## src/rtl/wlfsr_seq_pkg.sv

```systemverilog
// rtl/wlfsr_seq_pkg.sv - shared types and constants for the weight LFSR sequencer
package wlfsr_seq_pkg;

    typedef enum logic [2:0] {
        S_IDLE,
        S_LOAD,
        S_READ,
        S_COMPUTE,
        S_DONE
    } seq_state_e;

    localparam logic [1:0] OP_LOAD    = 2'd0;
    localparam logic [1:0] OP_READ    = 2'd1;
    localparam logic [1:0] OP_COMPUTE = 2'd2;

    localparam int ROWS_DEF   = 486;
    localparam int ADDR_W_DEF = $clog2(ROWS_DEF);

endpackage

```

## src/rtl/weight_lfsr_sequencer_if.sv

```systemverilog
// rtl/weight_lfsr_sequencer_if.sv - command and seed-stream handshake bundle
interface weight_lfsr_sequencer_if #(
    parameter int ARG_W = 16,
    parameter int N_L   = 16
);
    logic             cmd_valid;
    logic             cmd_ready;
    logic [1:0]       cmd_op;
    logic [ARG_W-1:0] cmd_arg;
    logic             cmd_opt;
    logic             seed_valid;
    logic             seed_ready;
    logic [N_L-1:0]   seed_data;

    modport master (
        output cmd_valid, cmd_op, cmd_arg, cmd_opt, seed_valid, seed_data,
        input  cmd_ready, seed_ready
    );

    modport slave (
        input  cmd_valid, cmd_op, cmd_arg, cmd_opt, seed_valid, seed_data,
        output cmd_ready, seed_ready
    );
endinterface

```

## src/rtl/wlfsr_seq_counter.sv

```systemverilog
// rtl/wlfsr_seq_counter.sv - loadable up/down counter with terminal-value flag
module wlfsr_seq_counter #(
    parameter int W = 8
) (
    input  logic         clk,
    input  logic         rst,
    input  logic         load,
    input  logic [W-1:0] load_val,
    input  logic         en,
    input  logic         up,
    input  logic [W-1:0] term_val,
    output logic [W-1:0] count,
    output logic         term
);

    always_ff @(posedge clk or posedge rst) begin
        if (rst) begin
            count <= '0;
        end else if (load) begin
            count <= load_val;
        end else if (en) begin
            count <= up ? count + 1'b1 : count - 1'b1;
        end
    end

    assign term = (count == term_val);

endmodule

```

## src/rtl/weight_lfsr_sequencer.sv

```systemverilog
// rtl/weight_lfsr_sequencer.sv - command-driven control of the weight LFSR bank (option: WLFSR_SEQ_STAT_EN)
module weight_lfsr_sequencer
    import wlfsr_seq_pkg::*;
#(
    parameter int N_L_REG = 16,
    parameter int N_L     = 16,
    parameter int ROWS    = ROWS_DEF,
    parameter int ARG_W   = 16,
    localparam int SEL_W  = $clog2(N_L_REG),
    localparam int ADDR_W = $clog2(ROWS)
) (
    input  logic                 CLK,
    input  logic                 RESET,
    weight_lfsr_sequencer_if.slave bus,
    input  logic                 abort,
    output logic                 done,
    output logic                 err,
    output logic                 lfsr_load,
    output logic                 lfsr_en,
    output logic                 read_en,
    output logic                 compute_en,
    output logic                 lfsr_option_sel,
    output logic [SEL_W-1:0]     lfsr_sel,
    output logic [N_L-1:0]       LFSR_REG_INIT,
    output logic [ADDR_W-1:0]    READ_ADDR
`ifdef WLFSR_SEQ_STAT_EN
    ,
    output logic [31:0]          stat_lfsr_cycles
`endif
);

    seq_state_e state, state_n;

    logic cmd_ready_q, seed_ready_q;
    logic cmd_ready_n, seed_ready_n;
    logic err_n, lfsr_load_n, read_en_n, compute_en_n, opt_n;
    logic [SEL_W-1:0] sel_n;
    logic [N_L-1:0]   init_n;

    logic idx_load, idx_en, row_load, row_en, burst_load, burst_en;
    logic [SEL_W-1:0] idx_count;
    logic [ARG_W-1:0] burst_count;
    logic idx_term, row_term, burst_term;

    logic cmd_hs, seed_hs;

    assign bus.cmd_ready  = cmd_ready_q;
    assign bus.seed_ready = seed_ready_q;
    assign cmd_hs  = bus.cmd_valid & cmd_ready_q;
    assign seed_hs = bus.seed_valid & seed_ready_q;

    wlfsr_seq_counter #(.W(SEL_W)) u_idx_cnt (
        .clk      (CLK),
        .rst      (RESET),
        .load     (idx_load),
        .load_val ('0),
        .en       (idx_en),
        .up       (1'b1),
        .term_val (SEL_W'(N_L_REG - 1)),
        .count    (idx_count),
        .term     (idx_term)
    );

    wlfsr_seq_counter #(.W(ADDR_W)) u_row_cnt (
        .clk      (CLK),
        .rst      (RESET),
        .load     (row_load),
        .load_val (bus.cmd_arg[ADDR_W-1:0]),
        .en       (row_en),
        .up       (1'b1),
        .term_val (ADDR_W'(ROWS - 1)),
        .count    (READ_ADDR),
        .term     (row_term)
    );

    wlfsr_seq_counter #(.W(ARG_W)) u_burst_cnt (
        .clk      (CLK),
        .rst      (RESET),
        .load     (burst_load),
        .load_val (bus.cmd_arg),
        .en       (burst_en),
        .up       (1'b0),
        .term_val (ARG_W'(1)),
        .count    (burst_count),
        .term     (burst_term)
    );

    always_comb begin
        state_n      = state;
        seed_ready_n = 1'b0;
        err_n        = 1'b0;
        lfsr_load_n  = 1'b0;
        read_en_n    = 1'b0;
        compute_en_n = 1'b0;
        opt_n        = lfsr_option_sel;
        sel_n        = lfsr_sel;
        init_n       = LFSR_REG_INIT;
        idx_load     = 1'b0;
        idx_en       = 1'b0;
        row_load     = 1'b0;
        row_en       = 1'b0;
        burst_load   = 1'b0;
        burst_en     = 1'b0;

        case (state)
            S_IDLE: begin
                if (cmd_hs) begin
                    opt_n = bus.cmd_opt;
                    case (bus.cmd_op)
                        OP_LOAD: begin
                            state_n      = S_LOAD;
                            idx_load     = 1'b1;
                            seed_ready_n = 1'b1;
                        end
                        OP_READ: begin
                            if (bus.cmd_arg < ARG_W'(ROWS)) begin
                                state_n   = S_READ;
                                row_load  = 1'b1;
                                read_en_n = 1'b1;
                            end else begin
                                state_n = S_DONE;
                                err_n   = 1'b1;
                            end
                        end
                        OP_COMPUTE: begin
                            if (bus.cmd_arg != '0) begin
                                state_n      = S_COMPUTE;
                                burst_load   = 1'b1;
                                compute_en_n = 1'b1;
                            end else begin
                                state_n = S_DONE;
                            end
                        end
                        default: begin
                            state_n = S_DONE;
                            err_n   = 1'b1;
                        end
                    endcase
                end
            end
            S_LOAD: begin
                // The last seed's lfsr_load pulse is still issued in LOAD so DONE sees no strobes.
                if (abort) begin
                    state_n = S_IDLE;
                end else if (lfsr_load && lfsr_sel == SEL_W'(N_L_REG - 1)) begin
                    state_n = S_DONE;
                end else begin
                    seed_ready_n = !(seed_hs && idx_term);
                    if (seed_hs) begin
                        lfsr_load_n = 1'b1;
                        sel_n       = idx_count;
                        init_n      = bus.seed_data;
                        idx_en      = 1'b1;
                    end
                end
            end
            S_READ: begin
                if (abort) begin
                    state_n = S_IDLE;
                end else if (row_term) begin
                    state_n = S_DONE;
                end else begin
                    read_en_n = 1'b1;
                    row_en    = 1'b1;
                end
            end
            S_COMPUTE: begin
                if (abort) begin
                    state_n = S_IDLE;
                end else if (burst_term || burst_count == '0) begin
                    state_n = S_DONE;
                end else begin
                    compute_en_n = 1'b1;
                    burst_en     = 1'b1;
                end
            end
            S_DONE: begin
                state_n = S_IDLE;
            end
            default: begin
                state_n = S_IDLE;
            end
        endcase

        cmd_ready_n = (state_n == S_IDLE);
    end

    always_ff @(posedge CLK or posedge RESET) begin
        if (RESET) begin
            state           <= S_IDLE;
            cmd_ready_q     <= 1'b0;
            seed_ready_q    <= 1'b0;
            done            <= 1'b0;
            err             <= 1'b0;
            lfsr_load       <= 1'b0;
            lfsr_en         <= 1'b0;
            read_en         <= 1'b0;
            compute_en      <= 1'b0;
            lfsr_option_sel <= 1'b0;
            lfsr_sel        <= '0;
            LFSR_REG_INIT   <= '0;
        end else begin
            state           <= state_n;
            cmd_ready_q     <= cmd_ready_n;
            seed_ready_q    <= seed_ready_n;
            done            <= (state_n == S_DONE);
            err             <= err_n;
            lfsr_load       <= lfsr_load_n;
            lfsr_en         <= compute_en_n;
            read_en         <= read_en_n;
            compute_en      <= compute_en_n;
            lfsr_option_sel <= opt_n;
            lfsr_sel        <= sel_n;
            LFSR_REG_INIT   <= init_n;
        end
    end

`ifdef WLFSR_SEQ_STAT_EN
    always_ff @(posedge CLK or posedge RESET) begin
        if (RESET) begin
            stat_lfsr_cycles <= '0;
        end else if (lfsr_en && stat_lfsr_cycles != 32'hFFFF_FFFF) begin
            stat_lfsr_cycles <= stat_lfsr_cycles + 32'd1;
        end
    end
`endif

endmodule

```

## src/flat_wrapper.sv

```systemverilog
// flat-port wrapper written by rule: the top's interface ports become plain ports
module weight_lfsr_sequencer_flat import wlfsr_seq_pkg::*;
#(
    parameter int N_L_REG = 16,
    parameter int N_L     = 16,
    parameter int ROWS    = ROWS_DEF,
    parameter int ARG_W   = 16,
    localparam int SEL_W  = $clog2(N_L_REG),
    localparam int ADDR_W = $clog2(ROWS)
)
  (CLK, RESET, abort, done, err, lfsr_load, lfsr_en, read_en, compute_en, lfsr_option_sel, lfsr_sel, LFSR_REG_INIT, READ_ADDR, bus_cmd_valid, bus_cmd_op, bus_cmd_arg, bus_cmd_opt, bus_seed_valid, bus_seed_data, bus_cmd_ready, bus_seed_ready);
  weight_lfsr_sequencer_if #(.ARG_W(ARG_W), .N_L(N_L)) bus_i ();
  input  logic CLK;
  input  logic RESET;
  input  logic abort;
  output logic done;
  output logic err;
  output logic lfsr_load;
  output logic lfsr_en;
  output logic read_en;
  output logic compute_en;
  output logic lfsr_option_sel;
  output logic [SEL_W-1:0] lfsr_sel;
  output logic [N_L-1:0] LFSR_REG_INIT;
  output logic [ADDR_W-1:0] READ_ADDR;
  input wire logic [$bits(bus_i.cmd_valid)-1:0] bus_cmd_valid;
  input wire logic [$bits(bus_i.cmd_op)-1:0] bus_cmd_op;
  input wire logic [$bits(bus_i.cmd_arg)-1:0] bus_cmd_arg;
  input wire logic [$bits(bus_i.cmd_opt)-1:0] bus_cmd_opt;
  input wire logic [$bits(bus_i.seed_valid)-1:0] bus_seed_valid;
  input wire logic [$bits(bus_i.seed_data)-1:0] bus_seed_data;
  output wire logic [$bits(bus_i.cmd_ready)-1:0] bus_cmd_ready;
  output wire logic [$bits(bus_i.seed_ready)-1:0] bus_seed_ready;
  assign bus_i.cmd_valid = bus_cmd_valid;
  assign bus_i.cmd_op = bus_cmd_op;
  assign bus_i.cmd_arg = bus_cmd_arg;
  assign bus_i.cmd_opt = bus_cmd_opt;
  assign bus_i.seed_valid = bus_seed_valid;
  assign bus_i.seed_data = bus_seed_data;
  assign bus_cmd_ready = bus_i.cmd_ready;
  assign bus_seed_ready = bus_i.seed_ready;
  weight_lfsr_sequencer #(.N_L_REG(N_L_REG), .N_L(N_L), .ROWS(ROWS), .ARG_W(ARG_W)) u_core (.CLK(CLK), .RESET(RESET), .bus(bus_i), .abort(abort), .done(done), .err(err), .lfsr_load(lfsr_load), .lfsr_en(lfsr_en), .read_en(read_en), .compute_en(compute_en), .lfsr_option_sel(lfsr_option_sel), .lfsr_sel(lfsr_sel), .LFSR_REG_INIT(LFSR_REG_INIT), .READ_ADDR(READ_ADDR));
endmodule
```

## config.mk

```make
export PLATFORM = sky130hd
export DESIGN_NAME = weight_lfsr_sequencer_flat
export DESIGN_NICKNAME = d
export VERILOG_FILES = /design/src/rtl/wlfsr_seq_pkg.sv /design/src/rtl/weight_lfsr_sequencer_if.sv /design/src/rtl/wlfsr_seq_counter.sv /design/src/rtl/weight_lfsr_sequencer.sv /design/src/flat_wrapper.sv
export SDC_FILE = /design/constraint.sdc
export NUM_CORES = 1
export LEC_CHECK = 0
export BUFFER_PORTS_ARGS = -buffer_cell sky130_fd_sc_hd__buf_4
export CAP_MARGIN = 20
export CORE_MARGIN = 2
export CORE_UTILIZATION = 48
export CTS_CLUSTER_SIZE = 12
export DETAILED_ROUTE_END_ITERATION = 8
export PLACE_DENSITY = 0.77
export SYNTH_ARGS = -nofsm -noshare
export SYNTH_HDL_FRONTEND = slang
export SYNTH_SLANG_ARGS = --single-unit
export TNS_END_PERCENT = 30
```

## constraint.sdc

```tcl
create_clock -name CLK -period 1.9 [get_ports CLK]
set_input_delay 0.095 -clock CLK [delete_from_list [all_inputs] [get_ports CLK]]
set_output_delay 0.095 -clock CLK [all_outputs]
set_load 0.01 [all_outputs]
```

==> key figures, run 1 <==
Setup path
  • CP max FO: 5
  • Setup CP Type: flip-flop to flip-flop
  • Startpoint types: flip-flop
  • CP endpoint kind: flip-flop
  • Crit path from: u_core.state[1]$_DFF_PP0_
  • Worst R2R Start: u_core.state[1]$_DFF_PP0_
  • CP required: 2130 ps
  • Crit path DAT: 2350 ps

Min path
  • Tightest Hold Check Type: primary input to flip-flop
  • Hold_sp: bus_cmd_arg[1]

Finish
  • N_diodes: 0
  • Commonest non-fill, non-tap cell in the layout: buf_4
  • Fin nets: 509
  • Area growth from synthesis to layout: 66.5%
  • Layout cells sized above 1: 50.9%
  • FF/Latch Area: ~1500 sq um
  • Most frequent cells in the layout: buf_4, dfrtp_1, dlygate4sd3_1, nand2_1, nor2_1
  • Fill cells: 306
  • Area of the multi-input gates: 1750 sq um
  • Design area: 5060 sq um

GRT
  • Vias in the first global route: 3,279
  • Largest net degree at the start of global routing: 34
  • Initial antenna violation count: 0
  • All-layer global routing usage: 29.6%
  • GRT overflow: 0
  • First-pass GRT wire length: 16.1 mm

Logic synthesis
  • Ys flop type: dfrtp_1
  • Syn_area_per_cell: 10.7 sq um
  • Sequential-to-total area share from yosys stat: about half
  • Synth Area in XOR/XNOR: between 3 and 4%
  • Largest area contributor in the netlist: dfrtp_1
  • Post-Synth Simple-Gate Area: between 20% and 30%
  • Synth Register Bits: 60
  • YS warnings: 0
  • Syn_nets: 330
  • Share of the synthesized area in the top cell type: about half
  • Post-synthesis async set-or-reset flop share: 100%
  • Largest cells by area after synthesis: dfrtp_1, mux2_1, nand2_1, nor2_1, ha_1
  • Synth Area in Compound Gates: 12.3%
  • Library cells used by synthesis: 56
  • Adder-Cell Fraction of Synth Area: 2.47%
  • Post-synth EDFFs: 0
  • Mux cell area share after synthesis: 8.12%
  • Largest family of logic cells by synthesized area: simple AND/OR/NAND/NOR gates
  • Syn Inst Count: roughly 280
  • Post-Syn Area: between 3000 and 4000 sq um

Outcome
  • Failing checks: setup timing
  • Status: finished, violations left

Floorplanning
  • I/O pin count: 78
  • Chip Width: roughly 84 microns
  • DIE HEIGHT: 83.5 microns
  • Row Count: 28
  • Initial Util: 50.4%
  • Area of the die: 6980 sq um
  • Core ar.: 6030 sq um

Clocking
  • CTS clk-pin slew, worst paths: 80 ps
  • H-tree levels: 3
  • Clk_lat worst skew: 360 ps
  • Clock Path Buffers: 2
  • Num CTS Buffers: 9
  • Sink Count: 60
  • CTS tree: done
  • CTS Root Cell: clkbuf_8

Power and ir drop
  • Overall power: between 0.006 and 0.007 W
  • Peak VDD IR: around 0.96 mV
  • Power Dens Cells: 1230 nW/um^2
  • Leak Pwr: 2.34 nW

Placed design
  • Port bufs: 77
  • Gpl congestion: 0.918
  • DPL Wire Length: 6.04 mm
  • Placed instance area: slightly above 4000 sq um

Drt
  • Via count: around 3,400
  • Initial DRC count: 462
  • Routed WL: roughly 12 mm
  • DRT antenna net count: 0
  • Router iterations before antenna repair: 5
  • Wire per inst: 21.8 microns
  • DRC Markers: 0
  • DR vias/cell: 6.26

Timing
  • Minimum clock period: 2130 ps
  • Slew HR: 58.6%
  • Hold Slack: 21.1 ps
  • Worst slew pin tran: 619 ps
  • Period utilization: 112%
  • Final Setup Violations: 46
  • Worst setup margin: -227 ps
  • Max Clk Rate: 470 MHz
  • Max Slew Vio Count: 0
  • Clock skew: 17.1 ps
  • Final-report hold violation count: 0
  • RSZ-0062 raised after global routing: yes

Run
  • Max-Cap Viols: 0
-- report_power, final --
| group | internal, W | switching, W | total, W |
|---|---|---|---|
| clock network | 0.000612 | 0.000600 | 0.00121 |
| registers | 0.00173 | 0.000392 | 0.00212 |
| logic | 0.00157 | 0.00133 | 0.00290 |
-- critical path: stages, from the launching register on --
cell       delay, ps
dfrtp_1          410
buf_6            130
nand4bb_4        180
or3b_4           400
and4b_2          350
nor2_4            50
inv_4             80
o21ai_2           70
a221o_1          330
-- stage by stage --
step	instances	util (%)	setup TNS (ps)	setup slack, ps
finish	543	83.9	-5030	-227
detailed placement	478	67.7	-1570	-120
global placement	478	67.7	-541	-65.6
global route	543	83.9	-7300	-295
floorplan	284	-	-2100	-116
CTS	529	78.9	-941	-65.6
-- sequential cells by signal (all words and copies together) (netlist names) --
name	flops
u_core.LFSR_REG_INIT	16
u_core.bus.cmd_ready	1
u_core.bus.seed_ready	1
u_core.done	1
u_core.err	1
u_core.lfsr_en	1
u_core.lfsr_load	1
u_core.lfsr_option_sel	1
u_core.lfsr_sel	4
u_core.read_en	1
u_core.state	3
u_core.u_burst_cnt.count	16
u_core.u_idx_cnt.count	4
u_core.u_row_cnt.count	9
-- path summary, 6_finish.rpt --
check | endpoint | slack (ps) | depth (start not counted)
setup / recovery | u_core.u_row_cnt.count[2]$_DFFE_PP0P_ | -230 | 8
hold / removal | u_core.u_row_cnt.count[1]$_DFFE_PP0P_ | 20 | 3
setup reg to reg | u_core.u_row_cnt.count[2]$_DFFE_PP0P_ | -230 | 8
max in group asynchronous | u_core.u_row_cnt.count[7]$_DFFE_PP0P_ | 900 | 4
min in group asynchronous | u_core.LFSR_REG_INIT[6]$_DFFE_PP0P_ | 380 | 3
hold reg to reg | u_core.LFSR_REG_INIT[12]$_DFFE_PP0P_ | 520 | 1
-- metal layers --
layer  wire length [microns]  up-vias  global-route usage, %
met5                       0        -                      0
met4                     731        0                   14.2
met3                    1110       91                   7.52
met2                    5740      278                   49.1
met1                    4250     1626                   36.1
li1                        -     1403                      -
-- logic make-up after synthesis --
kind of cell    count (synthesis)
xor+xnor                       13
buf+inv                        16
mux                            22
simple gates                  111
compound gates                 56
flops                          60
fa+ha+maj                       6
-- cell type report --
| type | instances | area share (%) |
|---|---|---|
| inverters | 7 | 0.569 |
| flip-flops and latches | 60 | 29.7 |
| clock inverters | 7 | 1.51 |
| repair buffers | 177 | 29.4 |
| clock buffers | 9 | 2.45 |
| multi-input cells | 208 | 34.5 |
| well taps | 75 | 1.86 |
-- Yosys cell counts, types with 2 or more instances --
library cell and instances:
o311ai_0 2, o21ai_1 7, a221o_1 4, a31oi_1 4
xor2_1 5, buf_2 2, nand2b_1 2, buf_4 2
o21ai_0 10, nor4_1 7, a21oi_1 7, nand3b_1 3
inv_1 5, buf_6 3, nor2_1 25, o211ai_1 3
o22ai_1 3, nand3_1 11, nand4_1 5, a211oi_1 3
ha_1 6, clkbuf_1 2, dfrtp_1 60, nor2b_1 3
nor4_2 4, and3_1 4, a21o_1 2, o221ai_1 2
nand2_1 27, nor3_1 5, nor2_2 2, o31ai_1 3
mux2_1 20, or2_1 2, xnor2_1 8
-- what timing repair did --
action	4_1_cts	5_1_grt
cloned	0	0
endpoints found under the hold margin	54	0
setup buffers	7	15
hold buffers	28	0
pin swaps	13	20
resized for setup	39	44
setup endpoints to repair	37	52
No activity file was read; power rests on OpenSTA's default activity.
==> run 2, diff against run 1 <==
Settings changed: CORE_UTILIZATION 48 to 55, PLACE_DENSITY 0.77 to 0.83.
Clock period 1.9 ns to 2.7 ns, I/O delays scaled along.
==> run 2 against run 1 <==
The flow now finishes without violations. Largest cell class is now sequential cells. Sequential power fell by 28%. Critical endpoint is now u_core.LFSR_REG_INIT[1]$_DFFE_PP0P_. Critical path type unchanged. Global-route usage fell by 2.9 points. Clock skew fell by 13 ps.
==> key figures, run 2 (synthesis results as in run 1) <==
Floorplanning
  • Core ar.: 5410 sq um
  • DIE HEIGHT: roughly 80 microns
  • Chip Width: 78.3 microns
  • Row Count: 27
  • Area of the die: 6130 sq um
  • I/O pin count: 78
  • Initial Util: 56.2%

Finish
  • Layout cells sized above 1: 29.5%
  • Area growth from synthesis to layout: 28.7%
  • Top Registers: u_core.LFSR_REG_INIT (16), u_core.u_burst_cnt.count (16), u_core.u_row_cnt.count (9)
  • Core Util, Final: 72.3%
  • N_diodes: 0
  • Most frequent cells in the layout: buf_4, dfrtp_1, nand2_1, nor2_1, mux2_1
  • Commonest non-fill, non-tap cell in the layout: buf_4
  • Fin nets: 414

Drt
  • DR vias/cell: 5.88
  • Routed WL: 7.62 mm
  • Via count: ~2,600
  • Wire per inst: 17.1 microns
  • DRC Markers: 0
  • DRT antenna net count: 0
  • Router iterations before antenna repair: 4
  • Initial DRC count: around 260

Setup path
  • Setup CP Type: flip-flop to flip-flop
  • FF-to-FF End: u_core.LFSR_REG_INIT[1]$_DFFE_PP0P_
  • Worst R2R Path Depth: 5
  • Worst R2R Start: u_core.state[2]$_DFF_PP0_
  • CP required: around 2900 ps
  • Startpoint types: flip-flop
  • CP endpoint kind: flip-flop
  • Crit path from: u_core.state[2]$_DFF_PP0_
  • Critical Path End: u_core.LFSR_REG_INIT[1]$_DFFE_PP0P_
  • CP max FO: 25
  • R2R setup slack: 420 ps
  • Crit path DAT: 2500 ps

Power and ir drop
  • Leak Pwr: between 1.5 and 2 nW
  • Power Dens Cells: 919 nW/um^2
  • Peak VDD IR: 0.656 mV

Timing
  • Max Clk Rate: 438 MHz
  • Max Slew Vio Count: 0
  • Final-report hold violation count: 0
  • Period utilization: 84.5%
  • Minimum clock period: 2280 ps
  • Final Setup Violations: 0
  • Clock skew: 3.86 ps
  • Worst slew pin tran: 850 ps
  • Total negative setup slack: 0 ps
  • Worst setup margin: about 420 ps
  • RSZ-0062 raised after global routing: no
  • Slew HR: 42.8%

Clocking
  • Clk_lat worst skew: 340 ps
  • CTS clk-pin slew, worst paths: 70 ps
  • Clock Path Buffers: 2
  • Num CTS Buffers: 9
  • CTS Root Cell: clkbuf_8
  • Sink Count: 60
  • CTS tree: done
  • H-tree levels: 3

GRT
  • All-layer global routing usage: 26.7%
  • First-pass GRT wire length: approximately 13 mm
  • GRT overflow: 0
  • Initial antenna violation count: 0
  • Largest net degree at the start of global routing: 32
  • Vias in the first global route: ~2,500

Placed design
  • Pre-CTS setup slack: 432 ps
  • Port bufs: 77
  • DPL Wire Length: 5.60 mm
  • Gpl congestion: 0.899

Min path
  • Worst hold path depth: 2
  • Tightest Hold Check Type: primary input to flip-flop

Run
  • Max-Cap Viols: 0

Outcome
  • Status: finished, final reports clean
## run 2: cell count changes in the layout (fill, tap and decap cells not counted), moves of 8 or more
cell,previous run,this run
buf_6,8,0
buf_4,136,80
mux2_1,2,20
dlygate4sd3_1,28,1
mux2_4,18,0
## run 2: per-layer routing
layer,global-route usage [%],wire [microns]
met1,34.7,3130
met2,42.4,3690
met3,6.09,571
met4,12.8,225
met5,0,0
## run 2: power breakdown
group          total [W]  leakage [nW]  switching [W]  internal [W]
registers        0.00152         0.789       0.000298       0.00122
clock network   0.000894         0.107       0.000350      0.000544
logic            0.00118         0.931       0.000568      0.000615
## run 2: repair_timing
action | CTS | global route
endpoints found under the hold margin | 30 | 0
hold buffers | 1 | 0
resized for setup | 0 | 0
setup buffers | 0 | 0
## run 2: worst min path at each step
stage	start	end	slack [ps]
after global routing	bus_seed_data[9]	u_core.LFSR_REG_INIT[9]$_DFFE_PP0P_	2
after global placement	RESET	u_core.LFSR_REG_INIT[14]$_DFFE_PP0P_	270
after CTS	bus_seed_data[6]	u_core.LFSR_REG_INIT[6]$_DFFE_PP0P_	3
after detailed placement	RESET	u_core.LFSR_REG_INIT[14]$_DFFE_PP0P_	290
final	bus_seed_data[5]	u_core.LFSR_REG_INIT[5]$_DFFE_PP0P_	9
after floorplan	bus_cmd_arg[12]	u_core.u_burst_cnt.count[12]$_DFFE_PP0P_	250
## run 2: worst max-delay path, stage by stage (launching register included)
cell and delay (ps):
dfrtp_1 460, or4b_1 590, a31oi_2 230, and3_1 180, buf_4 310, mux2_1 370
## run 2: per-stage QoR
stage                     total power (W)  cell area [sq um]  hold WS, ps  std cells
after global placement            0.00263               3680          272        428
after CTS                         0.00361               3910         3.02        445
after floorplan                   0.00216               3040          252        284
after global routing              0.00381               3910         2.18        445
final                             0.00359               3910         8.83        445
after detailed placement          0.00270               3680          286        428
## run 2: layout make-up
| cell class | instances | area (sq um) |
|---|---|---|
| Inverter | 7 | 27.5 |
| Clock buffer | 12 | 145 |
| Tap cell | 72 | 90.1 |
| Timing Repair Buffer | 82 | 631 |
| Clock inverter | 4 | 72.6 |
| Fill cell | 408 | 1500 |
| Sequential cell | 60 | 1500 |
| Multi-Input combinational cell | 208 | 1440 |
